<file path="src/rtl/data_mem_responder_pkg.sv">
// Shared definitions for the data memory responder.
//   state_t          : FSM state encoding (IDLE / WAIT / RESP)
//   MISALIGN_MASK    : byte-offset bits that must be zero for a word access
//   DEFAULT_DEPTH    : default number of 32-bit words
//   DEFAULT_WAIT_CYC : default wait-state count between accept and response
package data_mem_responder_pkg;

  typedef enum logic [1:0] {
    ST_IDLE = 2'd0,
    ST_WAIT = 2'd1,
    ST_RESP = 2'd2
  } state_t;

  localparam logic [1:0] MISALIGN_MASK    = 2'b11;
  localparam int         DEFAULT_DEPTH    = 64;
  localparam int         DEFAULT_WAIT_CYC = 2;

endpackage

</file>
<file path="src/rtl/data_mem_responder_addr_check.sv">
// Address decode for the data memory responder.
// Ports:
//   i_addr     : byte address of the request
//   o_word_idx : word index into the memory array (addr[2 +: IDX_W])
//   o_err      : misaligned (addr[1:0] != 0) or word index beyond DEPTH
module dmem_addr_check
  import data_mem_responder_pkg::*;
#(
  parameter int DEPTH = DEFAULT_DEPTH,
  parameter int IDX_W = $clog2(DEPTH)
) (
  input  logic [31:0]      i_addr,
  output logic [IDX_W-1:0] o_word_idx,
  output logic             o_err
);

  logic w_misaligned;
  logic w_out_of_range;

  assign w_misaligned   = |(i_addr[1:0] & MISALIGN_MASK);
  // Compare the full word address so that high address bits cannot alias
  // back into the array.
  assign w_out_of_range = (i_addr[31:2] >= 30'(DEPTH));
  assign o_word_idx     = i_addr[2 +: IDX_W];
  assign o_err          = w_misaligned | w_out_of_range;

endmodule

</file>
<file path="src/rtl/data_mem_responder.sv">
// Word-wide data memory with a valid/ready request channel and a
// valid/ready response channel, one request outstanding at a time.
// Ports:
//   clock, reset_n           : clock, async active-low reset
//   req_valid / req_ready    : request handshake (ready only in IDLE)
//   req_we, req_addr,
//   req_wdata                : store flag, byte address, store data
//   resp_valid / resp_ready  : response handshake (valid only in RESP)
//   resp_rdata, resp_err     : load data / error flag, zero outside RESP
//
// state | meaning
// ------+---------------------------------------------------------------
// IDLE  | ready for a request
// WAIT  | request latched, counting down wait states
// RESP  | response presented, held until resp_ready
module data_mem_responder
  import data_mem_responder_pkg::*;
#(
  parameter int DEPTH    = DEFAULT_DEPTH,
  parameter int WAIT_CYC = DEFAULT_WAIT_CYC
) (
  input  logic        clock,
  input  logic        reset_n,
  input  logic        req_valid,
  output logic        req_ready,
  input  logic        req_we,
  input  logic [31:0] req_addr,
  input  logic [31:0] req_wdata,
  output logic        resp_valid,
  input  logic        resp_ready,
  output logic [31:0] resp_rdata,
  output logic        resp_err
);

  localparam int         IDX_W     = $clog2(DEPTH);
  localparam logic [3:0] WAIT_LOAD = (WAIT_CYC > 0) ? 4'(WAIT_CYC - 1) : 4'd0;

  state_t           r_state;
  state_t           w_next_state;
  logic [3:0]       r_wait_cnt;
  logic             r_we;
  logic [31:0]      r_addr;
  logic [31:0]      r_wdata;
  logic [31:0]      r_rdata;
  logic             r_err;
  logic [31:0]      r_mem [DEPTH];

  logic             w_accept;
  logic             w_enter_resp;
  logic             w_acc_we;
  logic [31:0]      w_acc_addr;
  logic [31:0]      w_acc_wdata;
  logic [IDX_W-1:0] w_word_idx;
  logic             w_addr_err;

  assign w_accept     = (r_state == ST_IDLE) && req_valid;
  assign w_enter_resp = (w_next_state == ST_RESP) && (r_state != ST_RESP);

  // With no wait states the access happens on the accept edge itself, so
  // the live request fields are used; otherwise the latched copies.
  assign w_acc_we    = (r_state == ST_IDLE) ? req_we    : r_we;
  assign w_acc_addr  = (r_state == ST_IDLE) ? req_addr  : r_addr;
  assign w_acc_wdata = (r_state == ST_IDLE) ? req_wdata : r_wdata;

  dmem_addr_check #(
    .DEPTH (DEPTH),
    .IDX_W (IDX_W)
  ) u_addr_check (
    .i_addr     (w_acc_addr),
    .o_word_idx (w_word_idx),
    .o_err      (w_addr_err)
  );

  always_ff @(posedge clock or negedge reset_n) begin
    if (!reset_n) r_state <= ST_IDLE;
    else          r_state <= w_next_state;
  end

  always_comb begin
    w_next_state = r_state;
    case (r_state)
      ST_IDLE: if (req_valid) w_next_state = (WAIT_CYC == 0) ? ST_RESP : ST_WAIT;
      ST_WAIT: if (r_wait_cnt == 4'd0) w_next_state = ST_RESP;
      ST_RESP: if (resp_ready) w_next_state = ST_IDLE;
      default: w_next_state = ST_IDLE;
    endcase
  end

  always_comb begin
    req_ready  = (r_state == ST_IDLE);
    resp_valid = (r_state == ST_RESP);
    resp_rdata = (r_state == ST_RESP) ? r_rdata : 32'd0;
    resp_err   = (r_state == ST_RESP) ? r_err   : 1'b0;
  end

  always_ff @(posedge clock or negedge reset_n) begin
    if (!reset_n) begin
      r_wait_cnt <= 4'd0;
    end else if (w_accept) begin
      r_wait_cnt <= WAIT_LOAD;
    end else if ((r_state == ST_WAIT) && (r_wait_cnt != 4'd0)) begin
      r_wait_cnt <= r_wait_cnt - 4'd1;
    end
  end

  always_ff @(posedge clock or negedge reset_n) begin
    if (!reset_n) begin
      r_we    <= 1'b0;
      r_addr  <= 32'd0;
      r_wdata <= 32'd0;
    end else if (w_accept) begin
      r_we    <= req_we;
      r_addr  <= req_addr;
      r_wdata <= req_wdata;
    end
  end

  always_ff @(posedge clock or negedge reset_n) begin
    if (!reset_n) begin
      r_rdata <= 32'd0;
      r_err   <= 1'b0;
      for (int i = 0; i < DEPTH; i++) r_mem[i] <= 32'd0;
    end else if (w_enter_resp) begin
      if (w_addr_err) begin
        r_rdata <= 32'd0;
        r_err   <= 1'b1;
      end else if (w_acc_we) begin
        r_mem[w_word_idx] <= w_acc_wdata;
        r_rdata           <= 32'd0;
        r_err             <= 1'b0;
      end else begin
        r_rdata <= r_mem[w_word_idx];
        r_err   <= 1'b0;
      end
    end
  end

endmodule

</file>
<file path="config.mk">
export PLATFORM = sky130hd
export DESIGN_NAME = data_mem_responder
export DESIGN_NICKNAME = d
export VERILOG_FILES = /design/src/rtl/data_mem_responder_pkg.sv /design/src/rtl/data_mem_responder_addr_check.sv /design/src/rtl/data_mem_responder.sv
export SDC_FILE = /design/constraint.sdc
export NUM_CORES = 2
export LEC_CHECK = 0
export ABC_AREA = 1
export CORE_MARGIN = 2
export CORE_UTILIZATION = 65
export CTS_BUF_LIST = sky130_fd_sc_hd__clkbuf_8
export DETAILED_ROUTE_END_ITERATION = 10
export GPL_ROUTABILITY_DRIVEN = 0
export PLACE_DENSITY = 0.82
export SLEW_MARGIN = 15
export SYNTH_ARGS = -nofsm -noshare
export SYNTH_HDL_FRONTEND = slang
export SYNTH_HIERARCHICAL = 1
export SYNTH_SLANG_ARGS = --single-unit
</file>
<file path="constraint.sdc">
create_clock -name clock -period 7.9 [get_ports clock]
set_input_delay 1.58 -clock clock [delete_from_list [all_inputs] [get_ports clock]]
set_output_delay 1.58 -clock clock [all_outputs]
set_load 0.005 [all_outputs]
</file>
* After elaboration in Yosys (flattened, before gate mapping) *
Cells that the tools add are included.

word-level totals
  register bits = 2152
  input bits = 69
  output and inout port bits = 35
  logic and storage cells = 112

operators by class
  add/subtract/negate cells = 1
  magnitude comparators = 3
  equality and inequality tests = 4
  mux-type cells = 20
  bitwise logic cells = 3
  reductions and logical operators = 10

operator list
  kind                                                                                   count
  2048-bit bitwise mux                                                                   1
  32-bit 2-to-1 mux                                                                      8
  32-bit binary-select mux with 6-bit select                                             1
  32-bit demux with 6-bit select                                                         1
  30-bit by 7-bit greater-or-equal comparator with 1-bit output (second input constant)  1
  4-bit 2-to-1 mux                                                                       2
  7-bit greater-or-equal comparator (second input constant)                              1
  7-bit by 1-bit less-than comparator with 1-bit output (second input constant)          1
  6-bit NOT with 7-bit output                                                            1
  2-bit 2-to-1 mux                                                                       3
  2-bit one-hot mux with 3 select lines                                                  1
  2-bit == test (second input constant)                                                  2
  1-bit logical AND                                                                      4
  4-bit logical NOT                                                                      1
  4-bit nonzero test                                                                     1
  4-bit by 1-bit subtractor with 4-bit output (second input constant)                    1
  1-bit 2-to-1 mux                                                                       3
  3-bit AND reduction                                                                    1
  2-bit by 1-bit == test with 1-bit output (second input constant)                       1
  2-bit logical NOT                                                                      1
  2-bit != test (second input constant)                                                  1
  2-bit nonzero test                                                                     1
  2-bit OR reduction                                                                     1
  1-bit NOT                                                                              1
  1-bit bitwise OR                                                                       1

* Logic depth before layout (Yosys ltp) *
  word-level depth = 8
  depth in mapped cells = 21
  mapped depth without buffers = 13

* Modules after synthesis *
Netlist, hierarchy kept.

modules (own cells, without submodules)
  module              times used  cells an instance  area an instance (µm²)  sequential area each (µm²)
  data_mem_responder  1           13742              102375.7                53851.6
  dmem_addr_check     1           29                 133.9                   0.0

* Worst setup path after synthesis *
OpenSTA, ideal clock, no wires.

  path kind = register to register
  start point = reg r_state[1]
  end point = reg r_rdata[10]
  setup time = 117 ps
  arrival = 3649 ps
  required time = 7783 ps
  setup slack = 4134 ps
  cell stages (with the launch flop) = 22
  path buffers = 9
  clock period less this slack = 3766 ps
  cells stage by stage = dfrtp_1 > nor2_1 > buf_2 > buf_2 > buf_1 > buf_1 > a21oi_1 > buf_4 > buf_2 > inv_1 > clkbuf_1 > clkbuf_1 > clkbuf_1 > nand2_1 > nand3_1 > nand2_1 > o21ai_0 > nand2_1 > nor2_1 > nand2_1 > nand2_1 > nand2_1

on the way
  longest elaborated chain between the ends = 8
  elaborated cells between the ends (all ways) = 21
  classes of those cells = order compare (1); eq/ne (4); mux (11); bitwise (2); reduce/logical (3)

RTL lines
  what                                                  line                       source
  start: declaration                                    data_mem_responder.sv:38   state_t r_state;
  start signal: assignment                              data_mem_responder.sv:76   else r_state <= w_next_state;
  2-bit logical NOT *                                   data_mem_responder.sv:62   assign w_acc_addr = (r_state == ST_IDLE) ? req_addr : r_addr;
  32-bit 2-to-1 mux *                                   data_mem_responder.sv:62
  via w_acc_addr[2]                                     data_mem_responder.sv:51   logic [31:0] w_acc_addr;
  6-bit NOT with 7-bit output (implied by the code)     data_mem_responder.sv:132  r_rdata <= r_mem[w_word_idx];
  32-bit binary-select mux with 6-bit select            data_mem_responder.sv:132
  32-bit 2-to-1 mux (implied by the code) (2 in a row)  data_mem_responder.sv:132
  32-bit 2-to-1 mux                                     data_mem_responder.sv:127  end else if (w_acc_we) begin
  32-bit 2-to-1 mux *                                   data_mem_responder.sv:124  if (w_addr_err) begin
  end signal: assignment                                data_mem_responder.sv:132
  end: declaration                                      data_mem_responder.sv:44   logic [31:0] r_rdata;

The timed path passes the listed nets; every way through them passes the cells marked *. The select of a mux whose other input is x is not followed.
A chain may end at the register's enable or synchronous reset.

* Worst setup path in the final report *
  start point = reg r_state[1]
  end point = reg r_mem[1425] (netlist name)

on the way
  elaborated cells between the ends (all ways) = 25
  classes of those cells = order compare (3); eq/ne (4); mux (10); bitwise (3); reduce/logical (5)

RTL lines
  what                                                           line                                 source
  2-bit logical NOT                                              data_mem_responder.sv:62
  32-bit 2-to-1 mux                                              data_mem_responder.sv:62
  via w_acc_addr[11]                                             data_mem_responder.sv:51
  30-bit by 7-bit greater-or-equal comparator with 1-bit output  data_mem_responder_addr_check.sv:23  assign w_out_of_range = (i_addr[31:2] >= 30'(DEPTH));
  1-bit bitwise OR                                               data_mem_responder_addr_check.sv:25  assign o_err = w_misaligned | w_out_of_range;
  via w_addr_err                                                 data_mem_responder.sv:54             logic w_addr_err;
  1-bit NOT (no source line)                                     --
  3-bit AND reduction (no source line)                           --
  end signal: indexed assignment                                 data_mem_responder.sv:128            r_mem[w_word_idx] <= w_acc_wdata;
  end: declaration                                               data_mem_responder.sv:46             logic [31:0] r_mem [DEPTH];

The timed path passes the listed nets, and every way through them passes these cells.

==> results.yml <==
final_layout:
  nets: 13500
  nFillCells: 12100
  seqCellArea_mm2: 0.0539
  drive_above_1_share_pct: 6.65
  area_growth_pct: 8.65
  layoutNonFillerInstCount: 15700
  multiInputGateArea_mm2: 0.0381
global_routing:
  grt_pass1_vias: 87100
  grt_use_total_pct: 38.5
  gr-total-overflow: 0
  grt_first_pass_wirelength_um: 486000
  grt_antenna_before_repair: 17
  grt_start_max_net_pins: 195
yosys:
  synthArstFlopShare_pct: 100
  synth_seq_cells: 2152
  synth_cell_types: 24
  yosys.area.top_type_share_pct: 52.5
  yosysMostFrequentCell: "nand2_1"
  yosysWarnings: 6
  synth_nets: 13800
  synth_ff_type: "dfrtp_1"
  synth_top_area_cell: "dfrtp_1"
  syn-cell-area_mm2: 0.103
  synth_cells: 13800
  synthTopCellsByArea: "dfrtp_1 53%, nand2_1 18%, o21ai_0 11%, inv_1 7.1%, nand3_1 4.7%"
  synth_edf_count: 0
  yosysSeqAreaShare_pct: 52.5
  synthTopCellsByCount: "4845 x nand2_1, 2321 x o21ai_0, 2152 x dfrtp_1"
  synth_area_per_cell_um2: 7.44
critical_path:
  arrival_ns: 6.37
  critical_path_required_ns: 8.76
  path_cells: "nor2_4 > buf_4 > a21oi_1 > nor2_1 > nand2_1 > nor2_1 > nand4_1 > nor2_1 > nand2_2 > nor2_2 > nand2_2 > buf_4 > nand2_1 > o21ai_0"
  cpLargestDelayFamily: "simple AND/OR/NAND/NOR gates"
  setup.worst_path.start_class: "register"
  cp_slowest_cell: "nor2_4"
  max_stage_delay_ns: 0.73
  end_kind: "register"
  path_common_cell: "nor2_1"
  crit_fanout: 56
  critPathKind: "reg -> reg"
  path_buf_inv: 2
placed_design:
  dpl.cell_count: 15100
  numPortBuffers: 103
  hpwl_um: 171000
cts:
  cts_inserted_buffers: 361
  cts.sinks: 2152
  clock-root-buffer: "clkbuf_8"
  cts_resized: 0
  clk_latency_ns: 1.07
  cts_setup_buffers: 0
  clk_pin_slew_ns: 0.06
  hold_buffers: 0
  clockBufferDepth: 4
  cts_tree: "yes"
  htreeDepth: 5
power:
  power_density_mw_per_mm2: 352
  leakagePower_nw: 55.2
  vdd_drop_max_mv: 0.471
timing:
  hold_violations: 0
  setup_viol: 0
  rsz0062_at_grt: "false"
  final_max_slew_viol_count: 0
  fmax_ghz: 0.182
  fin_crit_ns: 5.51
  fin_skew_ns: 0.0616
  min_period_over_period_pct: 69.7
  fin_tns_setup_ns: 0
  worst_pin_slew_ns: 1.28
  relSlewSlack_pct: 13.9
floorplan:
  initial_core_util_pct: 65.5
  die_w_um: 401
  ios: 104
  core_area_mm2: 0.156
  die_h_um: 401
  die-area_mm2: 0.161
  row_count: 145
flow_run:
  drv_cap: 0
detailed_routing:
  drc: 0
  dr.pass1.iters: 9
  vias_per_cell: 5.79
  drt_iter0_drc: 11700
  num_vias: 91000
  ant_nets: 0
  finalWirelength_um: 309000
  route.detailed.wl_per_inst_um: 19.7
run_status:
  status: "finished clean"
worst_hold_path:
  hold_class: "reg -> reg"
## worst reg2reg max path: cells and delay by family, from the launching register on
kind | cells | cell delay (ns)
buffers and inverters | 2 | 1.18
AND/OR/NAND/NOR | 10 | 3.39
flip-flops | 1 | 0.46
AO/OA/AOI/OAI | 2 | 0.30
## final timing paths
path / start / end / slack [ns] / cells after the start
worst min register to register: r_mem[431]$_DFFE_PN0P_ / r_mem[431]$_DFFE_PN0P_ / 0.47 / 2
max in group asynchronous: reset_n / r_mem[213]$_DFFE_PN0P_ / 5.39 / 3
worst max-delay path: r_state[1]$_DFF_PN0_ / r_mem[1425]$_DFFE_PN0P_ / 2.39 / 14
min in group asynchronous: reset_n / r_mem[993]$_DFFE_PN0P_ / 0.54 / 1
worst max register to register: r_state[1]$_DFF_PN0_ / r_mem[1425]$_DFFE_PN0P_ / 2.39 / 14
worst min-delay path: r_mem[431]$_DFFE_PN0P_ / r_mem[431]$_DFFE_PN0P_ / 0.47 / 2
## logic make-up (layout without fill, tap and decap cells)
group | Yosys count | count (layout) | share of synthesized area (%)
compound gates | 2424 | 2424 | 11.9
fa+ha+maj | 1 | 1 | 0.0122
buf+inv | 2929 | 2819 | 10.8
flops | 2152 | 2152 | 52.5
mux | 25 | 25 | 0.244
other cells | 0 | 5 | 0
simple gates | 6240 | 6240 | 24.5
## where the power goes
part           internal, W  switching (W)  total (W)
Clock              0.00501        0.00442    0.00943
Combinational      0.00434         0.0139     0.0182
Sequential          0.0113       0.000287     0.0116
## registers in the layout (all words and copies together) (netlist names)
name	cells
r_we	1
r_rdata	32
r_addr	32
r_err	1
r_mem	2048
r_state	2
r_wait_cnt	4
r_wdata	32
## through the flow
step,instance area (um2),hold WS (ns),worst slack (ns),util (%),total power (W)
6_report,111000,0.475,2.39,71.2,0.0392
5_1_grt,111000,0.497,2.23,71.2,0.0410
4_1_cts,111000,0.475,2.44,71.2,0.0386
3_5_place_dp,105000,0.465,2.23,66.9,0.0292
3_3_place_gp,105000,0.452,2.27,66.9,0.0290
2_1_floorplan,103000,0.435,4.13,-,0.0226
## layout by cell type, fill, tap and decap left out, types with 6 or more instances in the layout
master,n
or2_2,128
a21oi_1,33
o21ai_0,2321
clkbuf_8,444
dfrtp_1,2152
nand2_1,4841
o211ai_1,32
o21ai_4,7
nand2_2,65
clkdlybuf4s50_1,102
buf_12,29
nor3_2,9
clkinv_2,26
nor2_2,6
mux2i_4,25
nand3_1,957
nor2_1,222
o21ai_1,28
inv_1,2058
buf_4,152
## layer usage
| metal | up-vias | routed length [um] | GRT usage, % |
|---|---|---|---|
| li1 | 41600 | - | - |
| met1 | 43200 | 118000 | 51.5 |
| met2 | 5213 | 135000 | 57.6 |
| met3 | 1002 | 38700 | 10.6 |
| met4 | 16 | 17400 | 20.4 |
| met5 | - | 98 | 0 |
## cell type report
cell class                      count  share of cell area, %
Tap cell                         2058                   2.31
Timing Repair Buffer              284                   2.49
Antenna cell                        5                 0.0112
Multi-Input combinational cell   8690                   34.2
Inverter                         1942                   6.56
Sequential cell                  2152                   48.4
Clock buffer                      444                   5.49
Clock inverter                    149                  0.545
Power figures use the tool's default switching activity.
